`src/rtl/des_pkg.sv`:
```
// Shared DES key-schedule definitions: permutation tables, default round
// configuration, FSM state encoding and 28-bit rotate helpers.
package des_pkg;

    localparam int DES_ROUNDS = 16;
    // Bit i set: round i+1 rotates by one place, otherwise by two.
    localparam logic [15:0] DES_SHIFT_MASK = 16'h8103;

    typedef enum logic [1:0] {
        IDLE  = 2'd0,
        ROUND = 2'd1,
        DONE  = 2'd2
    } state_e;

    // Permuted choice 1: 1-based source bit (1 = key MSB) for each output bit, MSB first.
    localparam int PC1 [0:55] = '{
        57, 49, 41, 33, 25, 17,  9,
         1, 58, 50, 42, 34, 26, 18,
        10,  2, 59, 51, 43, 35, 27,
        19, 11,  3, 60, 52, 44, 36,
        63, 55, 47, 39, 31, 23, 15,
         7, 62, 54, 46, 38, 30, 22,
        14,  6, 61, 53, 45, 37, 29,
        21, 13,  5, 28, 20, 12,  4
    };

    // Permuted choice 2: 1-based source bit of the 56-bit C/D word, MSB first.
    localparam int PC2 [0:47] = '{
        14, 17, 11, 24,  1,  5,
         3, 28, 15,  6, 21, 10,
        23, 19, 12,  4, 26,  8,
        16,  7, 27, 20, 13,  2,
        41, 52, 31, 37, 47, 55,
        30, 40, 51, 45, 33, 48,
        44, 49, 39, 56, 34, 53,
        46, 42, 50, 36, 29, 32
    };

    function automatic logic [27:0] rotl28(input logic [27:0] x, input logic [1:0] amt);
        logic [55:0] t;
        t = {x, x} << amt;
        return t[55:28];
    endfunction

    function automatic logic [27:0] rotr28(input logic [27:0] x, input logic [1:0] amt);
        logic [55:0] t;
        t = {x, x} >> amt;
        return t[27:0];
    endfunction

endpackage

```
`src/rtl/des_key_schedule_if.sv`:
```
// Key-schedule bus between the key requester/round datapath and the schedule.
//
// Handshake: subkey is transferred on a rising edge where subkey_valid and
// subkey_ready are both 1. Once subkey_valid rises, it stays high and subkey /
// round_idx stay stable until that transfer happens; ready may toggle freely
// and never combinationally depends on valid.
interface des_key_schedule_if #(
    parameter int RW = 4
);
    import des_pkg::*;

    logic          start;
    logic          decrypt;
    logic [63:0]   key_in;
    logic [47:0]   subkey;
    logic          subkey_valid;
    logic          subkey_ready;
    logic [RW-1:0] round_idx;
    logic          busy;
    logic          done;

    modport master (
        output start, decrypt, key_in, subkey_ready,
        input  subkey, subkey_valid, round_idx, busy, done
    );

    modport slave (
        input  start, decrypt, key_in, subkey_ready,
        output subkey, subkey_valid, round_idx, busy, done
    );

endinterface

```
`src/rtl/des_key_perm.sv`:
```
// Purely combinational DES key permutations: PC-1 (64 -> 56, parity bits
// dropped) and PC-2 (56 -> 48). Shared with the round datapath.
module des_key_perm
    import des_pkg::*;
(
    input  logic [63:0] key_i,
    input  logic [55:0] cd_i,
    output logic [55:0] pc1_o,
    output logic [47:0] subkey_o
);

    for (genvar i = 0; i < 56; i++) begin : g_pc1
        assign pc1_o[55-i] = key_i[64-PC1[i]];
    end

    for (genvar i = 0; i < 48; i++) begin : g_pc2
        assign subkey_o[47-i] = cd_i[56-PC2[i]];
    end

    // Parity bits (every eighth key bit) take no part in the schedule.
    logic unused_parity;
    assign unused_parity = ^{key_i[56], key_i[48], key_i[40], key_i[32],
                             key_i[24], key_i[16], key_i[8],  key_i[0]};

endmodule

```
`src/rtl/des_key_schedule.sv`:
```
// DES key-schedule generator: loads PC-1 of the key into C/D, then streams one
// PC-2 subkey per accepted handshake in encrypt (K1..Kn) or decrypt (Kn..K1)
// order, rotating C/D left or right between rounds.
module des_key_schedule
    import des_pkg::*;
#(
    parameter int                ROUNDS     = DES_ROUNDS,
    parameter logic [ROUNDS-1:0] SHIFT_MASK = DES_SHIFT_MASK,
    parameter int                RW         = $clog2(ROUNDS)
) (
    input  logic                clk,
    input  logic                rst,
    des_key_schedule_if.slave   bus,
    output logic [1:0]          state_o
);

    localparam logic [RW-1:0] LAST = RW'(ROUNDS - 1);

    function automatic int rot_total(input logic [ROUNDS-1:0] m);
        int t = 0;
        for (int i = 0; i < ROUNDS; i++) t += m[i] ? 1 : 2;
        return t;
    endfunction

    // Decrypt starts from unrotated C0D0, which only equals C16D16 when the
    // rotations wrap the 28-bit halves exactly once.
    if (rot_total(SHIFT_MASK) != 28) begin : g_bad_shift_mask
        $error("des_key_schedule: SHIFT_MASK rotations do not sum to 28");
    end

    state_e        state_q, state_d;
    logic [RW-1:0] cnt_q, cnt_d;
    logic [27:0]   c_q, c_d;
    logic [27:0]   d_q, d_d;
    logic          mode_q, mode_d;

    logic [55:0]   pc1_key;
    logic [47:0]   subkey;
    logic [RW-1:0] enc_idx;
    logic [RW-1:0] dec_idx;
    logic [1:0]    first_amt;
    logic [1:0]    enc_amt;
    logic [1:0]    dec_amt;

    des_key_perm u_perm (
        .key_i    (bus.key_in),
        .cd_i     ({c_q, d_q}),
        .pc1_o    (pc1_key),
        .subkey_o (subkey)
    );

    // Encrypt step after round cnt+1 uses s(cnt+2); decrypt uses s(ROUNDS-cnt),
    // whose mask bit is also the decrypt round index.
    assign enc_idx   = cnt_q + 1'b1;
    assign dec_idx   = LAST - cnt_q;
    assign first_amt = SHIFT_MASK[0]       ? 2'd1 : 2'd2;
    assign enc_amt   = SHIFT_MASK[enc_idx] ? 2'd1 : 2'd2;
    assign dec_amt   = SHIFT_MASK[dec_idx] ? 2'd1 : 2'd2;

    // Next-state logic for the FSM, round counter and C/D halves.
    always_comb begin
        state_d = state_q;
        cnt_d   = cnt_q;
        c_d     = c_q;
        d_d     = d_q;
        mode_d  = mode_q;
        case (state_q)
            IDLE: begin
                if (bus.start) begin
                    mode_d  = bus.decrypt;
                    cnt_d   = '0;
                    state_d = ROUND;
                    if (bus.decrypt) begin
                        c_d = pc1_key[55:28];
                        d_d = pc1_key[27:0];
                    end else begin
                        c_d = rotl28(pc1_key[55:28], first_amt);
                        d_d = rotl28(pc1_key[27:0], first_amt);
                    end
                end
            end
            ROUND: begin
                if (bus.subkey_ready) begin
                    if (cnt_q == LAST) begin
                        state_d = DONE;
                    end else begin
                        cnt_d = cnt_q + 1'b1;
                        if (mode_q) begin
                            c_d = rotr28(c_q, dec_amt);
                            d_d = rotr28(d_q, dec_amt);
                        end else begin
                            c_d = rotl28(c_q, enc_amt);
                            d_d = rotl28(d_q, enc_amt);
                        end
                    end
                end
            end
            DONE:    state_d = IDLE;
            default: state_d = IDLE;
        endcase
    end

    // State registers with synchronous active-high reset.
    always_ff @(posedge clk) begin
        if (rst) begin
            state_q <= IDLE;
            cnt_q   <= '0;
            c_q     <= '0;
            d_q     <= '0;
            mode_q  <= 1'b0;
        end else begin
            state_q <= state_d;
            cnt_q   <= cnt_d;
            c_q     <= c_d;
            d_q     <= d_d;
            mode_q  <= mode_d;
        end
    end

    assign bus.subkey       = subkey;
    assign bus.subkey_valid = (state_q == ROUND);
    assign bus.round_idx    = mode_q ? dec_idx : cnt_q;
    assign bus.busy         = (state_q != IDLE);
    assign bus.done         = (state_q == DONE);
    assign state_o          = state_q;

endmodule

```
`src/flat_wrapper.sv`:
```
// flat-port wrapper written by rule: the top's interface ports become plain ports
module des_key_schedule_flat import des_pkg::*;
#(
    parameter int                ROUNDS     = DES_ROUNDS,
    parameter logic [ROUNDS-1:0] SHIFT_MASK = DES_SHIFT_MASK,
    parameter int                RW         = $clog2(ROUNDS)
)
  (clk, rst, state_o, bus_start, bus_decrypt, bus_key_in, bus_subkey_ready, bus_subkey, bus_subkey_valid, bus_round_idx, bus_busy, bus_done);
  des_key_schedule_if #(.RW(RW)) bus_i ();
  input  logic clk;
  input  logic rst;
  output logic [1:0] state_o;
  input wire logic [$bits(bus_i.start)-1:0] bus_start;
  input wire logic [$bits(bus_i.decrypt)-1:0] bus_decrypt;
  input wire logic [$bits(bus_i.key_in)-1:0] bus_key_in;
  input wire logic [$bits(bus_i.subkey_ready)-1:0] bus_subkey_ready;
  output wire logic [$bits(bus_i.subkey)-1:0] bus_subkey;
  output wire logic [$bits(bus_i.subkey_valid)-1:0] bus_subkey_valid;
  output wire logic [$bits(bus_i.round_idx)-1:0] bus_round_idx;
  output wire logic [$bits(bus_i.busy)-1:0] bus_busy;
  output wire logic [$bits(bus_i.done)-1:0] bus_done;
  assign bus_i.start = bus_start;
  assign bus_i.decrypt = bus_decrypt;
  assign bus_i.key_in = bus_key_in;
  assign bus_i.subkey_ready = bus_subkey_ready;
  assign bus_subkey = bus_i.subkey;
  assign bus_subkey_valid = bus_i.subkey_valid;
  assign bus_round_idx = bus_i.round_idx;
  assign bus_busy = bus_i.busy;
  assign bus_done = bus_i.done;
  des_key_schedule #(.ROUNDS(ROUNDS), .SHIFT_MASK(SHIFT_MASK), .RW(RW)) u_core (.clk(clk), .rst(rst), .bus(bus_i), .state_o(state_o));
endmodule
```
`config.mk`:
```
export PLATFORM = sky130hd
export DESIGN_NAME = des_key_schedule_flat
export DESIGN_NICKNAME = d
export VERILOG_FILES = /design/src/rtl/des_pkg.sv /design/src/rtl/des_key_schedule_if.sv /design/src/rtl/des_key_perm.sv /design/src/rtl/des_key_schedule.sv /design/src/flat_wrapper.sv
export SDC_FILE = /design/constraint.sdc
export NUM_CORES = 1
export LEC_CHECK = 0
export ABC_AREA = 1
export ABC_CLOCK_PERIOD_IN_PS = 2400
export CORE_ASPECT_RATIO = 2
export CORE_MARGIN = 2
export CORE_UTILIZATION = 50
export CTS_CLUSTER_SIZE = 12
export DETAILED_ROUTE_END_ITERATION = 10
export PLACE_DENSITY = 0.86
export SYNTH_ARGS = -nofsm -noshare
export SYNTH_HDL_FRONTEND = slang
export SYNTH_SLANG_ARGS = --single-unit
```
`constraint.sdc`:
```
create_clock -name clk -period 2.4 [get_ports clk]
set_input_delay 0.24 -clock clk [delete_from_list [all_inputs] [get_ports clk]]
set_output_delay 0.24 -clock clk [all_outputs]
set_load 0.01 [all_outputs]
```
---- Word-level counts from Yosys, hierarchy flattened ----
Memories as Yosys holds them, arrays and structs flattened.
Index checks and enable logic that the tools add are counted.
storage, ports and cells
  bits in registers ....................... 63
  bits in latches ......................... 0
  bits in writable memories ............... 0
  bits in read-only memories .............. 32
  output and inout port bits .............. 57
  logic and storage cells ................. 53
  memories kept ........................... 2
memories
  name             words  bits a word  read ports  clocked after Yosys merged registers in  write ports  line                    source
  (no name shown)  16     1            1           0                                        0            des_key_schedule.sv:58  assign dec_amt = SHIFT_MASK[dec_idx] ? 2'd1 : 2'd2;
  (no name shown)  16     1            1           0                                        0            des_key_schedule.sv:57  assign enc_amt = SHIFT_MASK[enc_idx] ? 2'd1 : 2'd2;
cells by class
  add/sub/neg operators ................... 2
  $mul .................................... 0
  divide/modulo/power cells ............... 0
  $lt $le $gt $ge ......................... 2
  equal/unequal tests ..................... 7
  shift operators ......................... 4
  mux-type cells .......................... 25
  bitwise logic cells ..................... 0
  reductions and logical operators ........ 6
operator list
  operator                                                                      count
  28-bit 2-to-1 mux                                                             10
  28-bit case mux with 2 select lines                                           2
  56-bit by 2-bit << shifter with 56-bit output                                 2
  56-bit by 2-bit right shift with 28-bit output                                2
  4-bit 2-to-1 mux                                                              4
  4-bit by 5-bit less-than comparator with 1-bit output, second input constant  2
  2-bit 2-to-1 mux                                                              5
  4-bit case mux with 2 select lines                                            1
  2-bit != test, second input constant                                          3
  4-bit by 1-bit adder with 4-bit output, second input constant                 1
  4-bit equality test, second input constant                                    1
  2-bit case mux with 2 select lines                                            1
  4-bit AND reduction                                                           1
  2-bit nonzero test                                                            2
  4-bit subtractor, first input constant                                        1
  3-bit AND reduction                                                           1
  2-bit by 1-bit equality test with 1-bit output, second input constant         1
  2-bit equality test, second input constant                                    1
  2-bit zero test                                                               1
  1-bit 2-to-1 mux                                                              2
  2-bit by 1-bit != test with 1-bit output, second input constant               1
  2-bit AND reduction                                                           1

---- Logic depth before layout (Yosys ltp) ----
  word-level depth ........................ 9
  gate-level depth with buffers ........... 16
  depth with buffers taken out ............ 15

---- Hierarchy ----
Synthesis repeated with hierarchy kept, for this count alone.
unflattened totals
  cell total of the unflattened synthesis .. 1,237
  area, all modules ....................... 6,929.1 µm²
modules (own cells, without submodules)
  module            times used  cells an instance  area each (µm²)  sequential area each (µm²)
  des_key_schedule  1           1,133              6,148.4          1,261.2
  des_key_perm      1           104                780.7            0.0

---- Worst setup path after synthesis ----
OpenSTA, ideal clock, no wires.
  kind .................................... register to register
  start ................................... reg u_core.cnt_q[1]
  end ..................................... reg u_core.d_q[12]
  arrival ................................. 1.732 ns
  required time ........................... 2.268 ns
  path slack .............................. 0.535 ns
  cell stages (with the launch flop) ...... 14
  path buffers ............................ 2
  clock period less this slack ............ 1.865 ns
  cells stage by stage .................... dfxtp_1 inv_1 ha_1 inv_1 nand2_2 inv_2 nand2_4 nand2_4 buf_8 buf_6 o211ai_1 nand3_1 nand2_1 a21oi_1
between the ends
  longest elaborated chain between the ends .. 9
RTL lines
  element                                                                                                          line                                            source
  from (decl)                                                                                                      des_key_schedule.sv:32                          logic [RW-1:0] cnt_q, cnt_d;
  from (signal assigned)                                                                                           des_key_schedule.sv:113                         cnt_q <= cnt_d;
  4-bit by 1-bit adder with 4-bit output or 4-bit subtractor (tied branches)                                       des_key_schedule.sv:54, des_key_schedule.sv:55
  memory read 16 x 1 bit, on equally long branches                                                                 n/a
  1-bit 2-to-1 mux, on equally long branches                                                                       des_key_schedule.sv:57, des_key_schedule.sv:58
  2-bit 2-to-1 mux, on equally long branches                                                                       des_key_schedule.sv:57, des_key_schedule.sv:58
  56-bit by 2-bit << shifter with 56-bit output or 56-bit by 2-bit right shift with 28-bit output (tied branches)  des_pkg.sv:41, des_pkg.sv:47
  28-bit 2-to-1 mux                                                                                                des_key_schedule.sv:88                          if (mode_q) begin
  28-bit 2-to-1 mux                                                                                                des_key_schedule.sv:84                          if (cnt_q == LAST) begin
  28-bit 2-to-1 mux                                                                                                des_key_schedule.sv:83                          if (bus.subkey_ready) begin
  28-bit case mux with 2 select lines                                                                              des_key_schedule.sv:67                          case (state_q)
  to (signal assigned)                                                                                             des_key_schedule.sv:109                         d_q <= '0;
  to (signal assigned)                                                                                             des_key_schedule.sv:115                         d_q <= d_d;
  to (decl)                                                                                                        des_key_schedule.sv:34                          logic [27:0] d_q, d_d;
Parallel ways exist; a longest one is shown, timed or not. The select of a mux whose other input is x is not followed.
A chain may end at the register's enable or synchronous reset.

---- Worst setup path after layout ----
  start ................................... reg u_core.cnt_q[0]
  end ..................................... reg u_core.c_q[19]
between the ends
  longest elaborated chain between the ends .. 9
RTL lines
  element                                                                                                          line                                            source
  4-bit by 1-bit adder with 4-bit output or 4-bit subtractor (tied branches)                                       des_key_schedule.sv:54, des_key_schedule.sv:55
  memory read 16 x 1 bit, on equally long branches                                                                 n/a
  1-bit 2-to-1 mux, on equally long branches                                                                       des_key_schedule.sv:57, des_key_schedule.sv:58
  2-bit 2-to-1 mux, on equally long branches                                                                       des_key_schedule.sv:57, des_key_schedule.sv:58
  56-bit by 2-bit << shifter with 56-bit output or 56-bit by 2-bit right shift with 28-bit output (tied branches)  des_pkg.sv:41, des_pkg.sv:47
  28-bit 2-to-1 mux                                                                                                des_key_schedule.sv:88
  28-bit 2-to-1 mux                                                                                                des_key_schedule.sv:84
  28-bit 2-to-1 mux                                                                                                des_key_schedule.sv:83
  28-bit case mux with 2 select lines                                                                              des_key_schedule.sv:67
  to (signal assigned)                                                                                             des_key_schedule.sv:108                         c_q <= '0;
  to (signal assigned)                                                                                             des_key_schedule.sv:114                         c_q <= c_d;
  to (decl)                                                                                                        des_key_schedule.sv:33                          logic [27:0] c_q, c_d;
Parallel ways exist; a longest one is shown, timed or not. The select of a mux whose other input is x is not followed.

==> flow_summary.toml <==
[run_status]
status = "complete, no violations"

[critical_path]
rrSetupSlack_ns = 0.18
reg2reg_to = "u_core.c_q[19]"
path_depth = 11
crit_family = "simple AND/OR/NAND/NOR gates"
worstPathMaxFanout = 15
cpMostUsedCell = "nand2_1"
crit_path_end_kind = "flop"
max_stage_delay_ns = 0.49
rr_startpoint = "u_core.cnt_q[0]"
r2r_cells = 11
cp_num_buf_inv = 1
crit_chain = "inv_1, ha_1, nand2_1, nand2_1, o21ai_4, nand2_1, nand3_1, nand3_1, nand2_1, nand2_1, a21oi_1"
start_kind = "flop"
cp_data_required_time_ns = 2.67
slowest_stage = "o21ai_4"
critPathArrivalTime_ns = 2.48
crit_type = "reg -> reg"

[timing]
layout_setup_ws_ns = 0.1844
timing.fmax_mhz = 451.3
finalHoldViolCount = 0
fin_crit_sh = 0.9232
fin_crit_ns = 2.216
drv_slew = 0
slew-limit-headroom = 0.5031
setup_viol_count_final = 0
worst_pin_slew_ns = 0.7443
finClkSkew_ns = 0.005191

[clock_tree]
numCtsBuffers = 9
clk_latency_ns = 0.34
cts_tree = "built"
clock_sinks = 63
clock_tree.root_cell = "clkbuf_16"
ctsLongestPathBuffers = 2
clk_pin_slew_ns = 0.06
cts-htree-levels = 3
post_cts_buffers = 0

[yosys]
async_flop_share = 0
syn-cell-area_um2 = 6275
ys_seq_elements = 63
synth.avg_cell_area_um2 = 5.658
yosys.area.top_type = "nand2_1"
yosysTopAreaCellShare = 0.2130
synth_seq_area_share = 0.2010
netlist_instances = 1109
ys_warn_count = 0
synth_edf_count = 0
synth_nets = 1183
ys_types = 33
synth_ff_type = "dfxtp_1"
ys_top_cells_by_area = "nand2_1 (21%), dfxtp_1 (20%), nand3_1 (11%), a21oi_1 (7.3%), buf_4 (6.8%)"

[run]
drv_cap = 0

[grt]
grt_pass1_wl_um = 31600
grt_use_total = 0.2832
grt_start_max_net_pins = 72
gr-total-overflow = 0
antenna_found_initial = 1
grt_pass1_vias = 6928

[min_path]
holdPathEnd = "u_core.c_q[2]"
whs_path_depth = 2
hp-class = "in -> reg"
hp-start = "rst"

[die]
dieArea_um2 = 13520
die_width_um = 83.22
rows = 57
core-area_um2 = 12200
ios = 126
start_util = 0.5145
dieHeight_um = 162.4

[cells_and_area]
mostFrequentLayoutCell = "nand2_1"
synthToLayoutAreaGrowth_pct = 18.07
nNetsFinal = 1202
final_area_um2 = 7408
drive_gt1_frac = 0.05830
n_fill_cell = 1163
final_cell_mix = "nand2_1 (356), nand3_1 (141), clkdlybuf4s50_1 (115)"

[routing]
vias = 7551
final_antenna_net_count = 0
dr.pass1.iters = 6
avgRoutedWirePerCell_um = 15.48
first_iter_violations = 737
wirelength_um = 19820
viasPerCell = 5.899
drc_errors = 0

[pwr]
p_leak_nw = 3.168
powerDensity_nw_per_um2 = 792.0
ir_drop_mv = 0.6148
finalPower_mw = 5.868

[placement]
hpwl_um = 13320
pre_cts_ws_ns = 0.06216
place_congestion = 0.9183
dpl-instance-area_um2 = 7101
io_buffers = 117
==> report_power, final <==
part           total, mW  switching, mW  internal, mW
clock network       1.28          0.490         0.795
registers           1.46          0.253          1.20
logic               3.13           1.87          1.26
==> stage by stage <==
| step | hold WS [ns] | TNS, ns | std cells | util |
|---|---|---|---|---|
| after floorplan | 0.3552 | 0 | 1109 | - |
| after detailed placement | 0.5015 | 0 | 1264 | 0.5822 |
| after global placement | 0.4871 | 0 | 1264 | 0.5822 |
| final | 0.2680 | 0 | 1280 | 0.6075 |
| after global routing | 0.2866 | -0.01081 | 1280 | 0.6075 |
| after CTS | 0.2617 | 0 | 1279 | 0.6052 |
==> how the worst max path moves through the flow <==
stage / start / slack [ns] / to
after CTS: u_core.cnt_q[0] / 0.05 / u_core.c_q[4]
after floorplan: u_core.cnt_q[1] / 0.54 / u_core.d_q[12]
after detailed placement: u_core.cnt_q[0] / 0.06 / u_core.c_q[4]
after global routing: u_core.cnt_q[0] / -0.01 / u_core.c_q[4]
after global placement: u_core.cnt_q[0] / 0.11 / u_core.c_q[23]
final: u_core.cnt_q[0] / 0.18 / u_core.c_q[19]
==> synthesized netlist by cell type (18+ instances only) <==
library cell and count:
a21oi_1 92, a31oi_1 51, buf_2 18, o21ai_1 18
o21ai_0 72, buf_4 57, dfxtp_1 63, inv_1 71
nand3_1 141, clkbuf_1 47, nor2_1 48, nand2_1 356
==> cell families (layout without fill, tap and decap cells) <==
kind of cell | after synthesis | in the layout | share of synthesized area
buf+inv | 213 | 236 | 0.1755
simple gates | 559 | 559 | 0.3727
fa+ha+maj | 5 | 5 | 0.009970
other cells | 0 | 1 | 0
flops | 63 | 63 | 0.2010
compound gates | 265 | 265 | 0.2353
xor+xnor | 4 | 4 | 0.005583
==> state kept, by name, summed over array words and instances (netlist names) <==
name	flops
u_core.c_q	28
u_core.d_q	28
u_core.cnt_q	4
u_core.state_o	2
u_core.mode_q	1
==> metal layers <==
metal / track usage / part of all wire / vias up
met5: 0 / 0 / -
met4: 0.1967 / 0.058 / 0
met3: 0.03548 / 0.060 / 87
met2: 0.5356 / 0.54 / 362
met1: 0.2804 / 0.34 / 3431
li1: - / - / 3671
==> layout make-up <==
cell class                 count  area [µm²]  area share
clock buffer                  11       232.7     0.03141
timing repair buffer         142        1436      0.1939
tap                          147       183.9     0.02483
clock inverter                 4       47.55    0.006418
inverter                      79       300.3     0.04053
antenna                        1       2.502   0.0003378
sequential                    63        1262      0.1704
multi-input combinational    833        3943      0.5322
==> repair_timing <==
item                       in CTS  in global routing
resized for setup               0                  3
setup endpoints to repair       0                 38
hold buffers                    0                  0
(Power assumes the default switching activity.)
